--- config.mk ---
export PLATFORM = sky130hd
export DESIGN_NAME = fb_port_arbiter
export DESIGN_NICKNAME = d
export VERILOG_FILES = /design/src/rtl/fb_port_arbiter.sv
export SDC_FILE = /design/constraint.sdc
export NUM_CORES = 1
export LEC_CHECK = 0
export CORE_MARGIN = 3
export CORE_UTILIZATION = 47
export CTS_CLUSTER_SIZE = 20
export DETAILED_ROUTE_END_ITERATION = 6
export PLACE_DENSITY = 0.86
export SLEW_MARGIN = 10
export SYNTH_ARGS = -nofsm -noshare
export SYNTH_HDL_FRONTEND = slang
export SYNTH_SLANG_ARGS = --single-unit
export TNS_END_PERCENT = 5
--- constraint.sdc ---
create_clock -name clk_100m -period 5.42 [get_ports clk_100m]
set_clock_uncertainty 0.2 [all_clocks]
set_input_delay 0.813 -clock clk_100m [delete_from_list [all_inputs] [get_ports clk_100m]]
set_output_delay 0.813 -clock clk_100m [all_outputs]
set_load 0.005 [all_outputs]
--- src/rtl/fb_port_arbiter.sv ---
// Framebuffer RAM arbiter: scanout read bursts take priority, a pixel writer fills idle cycles.
// Define FB_ARB_STATS_EN to build the writer stall counter; otherwise o_wr_stall_cnt is tied to 0.
module fb_port_arbiter #(
  parameter int ADDR_W    = 19,
  parameter int DATA_W    = 12,
  parameter int BURST_LEN = 16
) (
  input  logic              clk_100m,
  input  logic              reset,
  input  logic              i_rd_req,
  input  logic [ADDR_W-1:0] i_rd_addr,
  output logic [DATA_W-1:0] o_rd_data,
  output logic              o_rd_valid,
  output logic              o_rd_busy,
  output logic              o_rd_overrun,
  input  logic              i_wr_valid,
  output logic              o_wr_ready,
  input  logic [ADDR_W-1:0] i_wr_addr,
  input  logic [DATA_W-1:0] i_wr_data,
  output logic [ADDR_W-1:0] o_mem_addr,
  output logic [DATA_W-1:0] o_mem_wdata,
  output logic              o_mem_we,
  input  logic [DATA_W-1:0] i_mem_rdata,
  output logic [15:0]       o_wr_stall_cnt
);

  localparam int CNT_W = $clog2(BURST_LEN);
  localparam logic [CNT_W-1:0] LAST_BEAT = CNT_W'(BURST_LEN - 1);

  typedef enum logic [1:0] {
    IDLE = 2'b00,
    READ = 2'b01
  } state_t;

  state_t            r_state;
  logic [ADDR_W-1:0] r_base;
  logic [ADDR_W-1:0] r_pendAddr;
  logic [CNT_W-1:0]  r_cnt;
  logic              r_pendValid;
  logic              r_overrun;
  logic              r_rdValid;
  logic              r_busy;
  logic [DATA_W-1:0] r_rdHold;

  logic              w_lastBeat;
  logic              w_wrReady;
  logic [ADDR_W-1:0] w_readAddr;

  assign w_lastBeat = (r_cnt == LAST_BEAT);
  assign w_readAddr = r_base + ADDR_W'(r_cnt);
  assign w_wrReady  = (r_state == IDLE) && !i_rd_req;

  // On the last beat a queued request (pending first, else a same-cycle rd_req) chains with no gap.
  always_ff @(posedge clk_100m) begin
    if (reset) begin
      r_state     <= IDLE;
      r_cnt       <= '0;
      r_pendValid <= 1'b0;
      r_overrun   <= 1'b0;
      r_rdValid   <= 1'b0;
      r_busy      <= 1'b0;
    end else begin
      r_rdValid <= (r_state == READ);
      case (r_state)
        IDLE: begin
          if (i_rd_req) begin
            r_state <= READ;
            r_busy  <= 1'b1;
            r_base  <= i_rd_addr;
            r_cnt   <= '0;
          end
        end
        READ: begin
          if (!w_lastBeat) begin
            r_cnt <= r_cnt + 1'b1;
            if (i_rd_req) begin
              if (!r_pendValid) begin
                r_pendValid <= 1'b1;
                r_pendAddr  <= i_rd_addr;
              end else begin
                r_overrun <= 1'b1;
              end
            end
          end else if (r_pendValid) begin
            r_base      <= r_pendAddr;
            r_cnt       <= '0;
            r_pendValid <= i_rd_req;
            if (i_rd_req) begin
              r_pendAddr <= i_rd_addr;
            end
          end else if (i_rd_req) begin
            r_base <= i_rd_addr;
            r_cnt  <= '0;
          end else begin
            r_state <= IDLE;
            r_busy  <= 1'b0;
          end
        end
        default: begin
          r_state <= IDLE;
          r_busy  <= 1'b0;
        end
      endcase
    end
  end

  // Keeps the last returned word so rd_data holds steady between bursts.
  always_ff @(posedge clk_100m) begin
    if (r_rdValid) begin
      r_rdHold <= i_mem_rdata;
    end
  end

  assign o_rd_valid   = r_rdValid;
  assign o_rd_data    = r_rdValid ? i_mem_rdata : r_rdHold;
  assign o_rd_busy    = r_busy;
  assign o_rd_overrun = r_overrun;
  assign o_wr_ready   = w_wrReady;
  assign o_mem_we     = w_wrReady && i_wr_valid;
  assign o_mem_addr   = (r_state == READ) ? w_readAddr : i_wr_addr;
  assign o_mem_wdata  = i_wr_data;

`ifdef FB_ARB_STATS_EN
  logic [15:0] r_stallCnt;

  always_ff @(posedge clk_100m) begin
    if (reset) begin
      r_stallCnt <= '0;
    end else if (i_wr_valid && !w_wrReady && (r_stallCnt != 16'hFFFF)) begin
      r_stallCnt <= r_stallCnt + 16'd1;
    end
  end

  assign o_wr_stall_cnt = r_stallCnt;
`else
  assign o_wr_stall_cnt = 16'd0;
`endif

endmodule
After elaboration in Yosys (flattened, before gate mapping)
Index checks and enable logic that the tools add are counted.

Bits in registers: 60. Input port bits: 66. Output and inout bits: 64. Word-level logic and storage cells: 60.

Add/sub/neg operators: 2. Equality and inequality tests: 9. Mux-type cells: 27. Bitwise gates (word level): 2. Reductions and logical operators: 11.

Operators with widths (number): 19-bit two-way mux (9); 19-bit case mux with 2 select lines (1); 19-bit by 4-bit adder with 19-bit output (1); 12-bit two-way mux (1); 4-bit two-way mux (3); 2-bit != test, second input constant (6); 2-bit two-way mux (4); 4-bit case mux with 2 select lines (1); 4-bit AND reduction (2); 1-bit two-way mux (6); 6-bit AND reduction (1); 4-bit by 1-bit adder with 4-bit output, second input constant (1); 4-bit equality test, second input constant (1); 2-bit case mux with 2 select lines (1); 2-bit nonzero test (2); 3-bit AND reduction (1); 2-bit by 1-bit equality test with 1-bit output, second input constant (1); 1-bit logical AND (2); 2-bit logical NOT (1); 2-bit by 1-bit != test with 1-bit output, second input constant (1); 1-bit inverter (2); 1-bit case mux with 2 select lines (1); 2-bit AND reduction (1); 1-bit logical NOT (1).

Longest topological paths before layout
Word-level depth: 4. Depth in mapped cells: 7. Mapped depth without buffers: 7.

Worst setup path after synthesis
No wires, ideal clock.

Kind: reg-to-output. From: register r_cnt[0]. To: output o_mem_addr[14]. Arrival: 2.083 ns. Slack: 2.324 ns. Stages on the path, launching flop included: 8. Buffers on the path: 0. Path through: dfxtp_1 -> ha_1 -> inv_1 -> fa_1 -> nand2b_1 -> a21o_1 -> or4_1 -> a31oi_1.

Cells in the longest elaborated chain, start to end: 2.

Ends and longest elaborated chain: start: declaration (RTL line 38) `logic [CNT_W-1:0] r_cnt;`; start signal: assignment (RTL line 75) `r_cnt <= r_cnt + 1'b1;`; 19-bit by 4-bit adder with 19-bit output (RTL line 50) `assign w_readAddr = r_base + ADDR_W'(r_cnt);`; 19-bit two-way mux (RTL line 120) `assign o_mem_addr = (r_state == READ) ? w_readAddr : i_wr_addr;`; end: declaration (RTL line 20) `output logic [ADDR_W-1:0] o_mem_addr,`.

No other way between the ends.

Worst setup path in the final report
Same ends and word-level chain as after synthesis.

==> impl_results.md <==
* Run status: completed
* Clock transition at path regs at 0.07 ns
* Rows at 29
* Synth Cell Area at 3233 um^2
* Maximum vdd drop at 0.0002036 V
* H-tree level count at 3
* Inserted Clock Buffers at 9
* Bufs and invs on worst path at 2
* Synth warn at 0
* Gate Count Post-Synth at 316
* GPL Wtd Cong at 0.8204
* Critical path's slowest cell: clkdlybuf4s50_1
* Layout area overhead at 31.23%
* Core ar. at 6495 um^2
* Power Dens Cells at 305.3 nW/um^2
* Critical Path AT at 3.17 ns
* Final net count at 464
* Ys flop type: edfxtp_1
* Flop and latch count out of synthesis at 58
* DIE AREA at 7910 um^2
* Leakage at 1.596 nW
* Final setup fails at 0
* Crit-path max cell delay at 0.53 ns
* Initial Utilization at 49.78%
* Tmin final at 4.183 ns
* RSZ-0062 raised after global routing: false
* Crit-path max FO at 10
* Remaining DRCs at 0
* Router iterations before antenna repair at 4
* Syn Area/Cell at 10.23 um^2
* Setup CP Type: reg -> out
* Worst skew pair latency at 0.34 ns
* Setup crit end kind: output pin
* Average wire per standard cell at 16.17 um
* Worst path cell trace: ha_1 > inv_1 > fa_1 > nand2b_1 > a21o_1 > or4_1 > a31oi_1 > clkdlybuf4s50_1
* Diode count at 0
* CTS tree: built
* Critical path launch point type: flop
* Hold Vio Cnt, Final at 0
* CTS max path bufs at 2
* Sequential area share after synthesis at 47.68%
* FMAX at 239.0 MHz
* Total Routing Usage GR at 19.78%
* Vias in the first global route at 2533
* Final setup TNS at 0 ns
* Worst Hold Class: reg -> reg
* Final period util at 77.18%
* Worst slew pin tran at 1.157 ns
* Async set or reset register ratio after synthesis at 0%
* Routed vias at 2618
* Post-DP HPWL at 5.443 mm
* Hold slack at 0.2775 ns
* Post_cts resized at 0
* Rel. slew slack at 22.89%
* Die Span Y at 88.94 um
* Req. time, crit path at 4.41 ns
* Antenna violations before repair at 0
* Initial DRC Count at 259
* ANT nets after route at 0
* Total grt overflow at 0
* Largest net degree at the start of global routing at 42
* Via/cell ratio at 5.535
* Post-synth EDFFs at 38
* Number of post-CTS setup repair buffers at 0
* Max-slew violations at 0
* Root buf cell: clkbuf_8
* I/O pin count at 130
* Post-Route WL at 7.647 mm
* Delay-heaviest family, CP: simple AND/OR/NAND/NOR gates
* Max cap viols at 0
* Chip Width at 88.94 um
* Clk sinks at 58
* Share of cells above drive strength 1 at 9.848%
* Hold buffers post-CTS at 0
* I/O Buffers at 89
* Number of distinct library cells after synthesis at 46
* Global-route wire length before repair at 11.99 mm
==> routing by layer <==
layer  share of wire [%]  routed length [um]  GRT usage [%]  vias to the layer above
met5                   0                   0              0                        -
li1                    -                   -              -                     1261
met3                  10                 776          7.189                       12
met1                  42                3214          25.41                     1222
met2                  47                3570          31.11                      123
met4                 1.1                  85          6.766                        0
==> kinds of logic (layout without fill, tap and decap cells) <==
logic type                 count (synthesis)  count (layout)  synth area share (%)
AOI/OAI and AO/OA                         65              65                 12.35
xor gates and xnor gates                   6               6                 1.625
adders and majority gates                  7               7                 2.941
buffers and inverters                     51             116                 9.442
DFF                                       58              58                 47.68
muxes                                     35              35                 11.42
other                                      1              16                0.1160
and+or+nand+nor                           93              93                 14.44
==> final timing paths <==
kind	startpoint	end	slack (ns)	depth (start not counted)
hold / removal	r_rdHold[8]	r_rdHold[8]	0.28	1
hold reg to reg	r_rdHold[8]	r_rdHold[8]	0.28	1
setup / recovery	r_cnt[0]	o_mem_addr[14]	1.24	8
setup reg to reg	r_cnt[1]	r_base[9]	2.85	5
==> placed cells by master, fill, tap and decap left out, types with 5 or more instances in the layout <==
master and instances:
a31oi_1 8, clkbuf_8 9, mux2i_1 20, clkdlybuf4s50_1 89, or4_1 6, o21ai_0 24
mux2_2 15, inv_1 8, xnor2_1 5, nor2_1 21, nand2_1 31, dfxtp_1 20
a21oi_1 11, conb_1 16, nand3_1 8, edfxtp_1 38, ha_1 6
==> through the flow <==
stage | cell area (um^2) | setup slack, ns | total power [mW] | cells | util [%]
floorplan | 3289 | 2.324 | 0.7124 | 331 | -
global placement | 4024 | 1.689 | 0.8590 | 457 | 61.95
detailed placement | 4024 | 1.628 | 0.8682 | 457 | 61.95
CTS | 4243 | 1.243 | 1.305 | 473 | 65.32
global route | 4243 | 1.066 | 1.356 | 473 | 65.32
finish | 4243 | 1.237 | 1.296 | 473 | 65.32
==> cell usage after synthesis, types with 3 or more instances <==
cell      instances  area (um^2)
or4_1             6        45.04
and3_1            4        25.02
mux2i_1          20        200.2
a21oi_1          11        55.05
buf_4            28        210.2
nand2_1          31        116.4
nor3_1            3        15.01
xnor2_1           5        43.79
nand3_1           8        40.04
and2_1            4        25.02
a21o_1            3        22.52
ha_1              6        75.07
nor2_1           21        78.83
edfxtp_1         38         1141
a31oi_1           8        50.05
clkbuf_1          9        33.78
inv_1             8        30.03
nand2b_1          3        18.77
a211oi_1          4        30.03
o31ai_1           4        30.03
mux2_2           15        168.9
dfxtp_1          20        400.4
buf_1             4        15.01
o211ai_1          3        22.52
o21ai_0          24        120.1
==> registers in the layout, indices dropped and copies added, names as in the netlist <==
signal        cells
r_rdHold         12
r_cnt             4
r_base           19
r_pendAddr       19
o_rd_overrun      1
o_rd_valid        1
r_pendValid       1
o_rd_busy         1
==> report_power, final <==
part	internal, mW	switching (mW)	leakage [nW]
Sequential	0.526	0.0311	0.521
Combinational	0.179	0.124	0.966
Clock	0.244	0.191	0.109
==> final cells by class <==
type                            count  area, um^2
Clock buffer                       10       148.9
Multi-Input combinational cell    222        1443
Clock inverter                      6       70.07
Sequential cell                    58        1541
Fill cell                         521        2252
Tap cell                           77       96.34
Inverter                            8       30.03
Timing Repair Buffer               92       913.4
No activity file was read; power rests on OpenSTA's default activity.
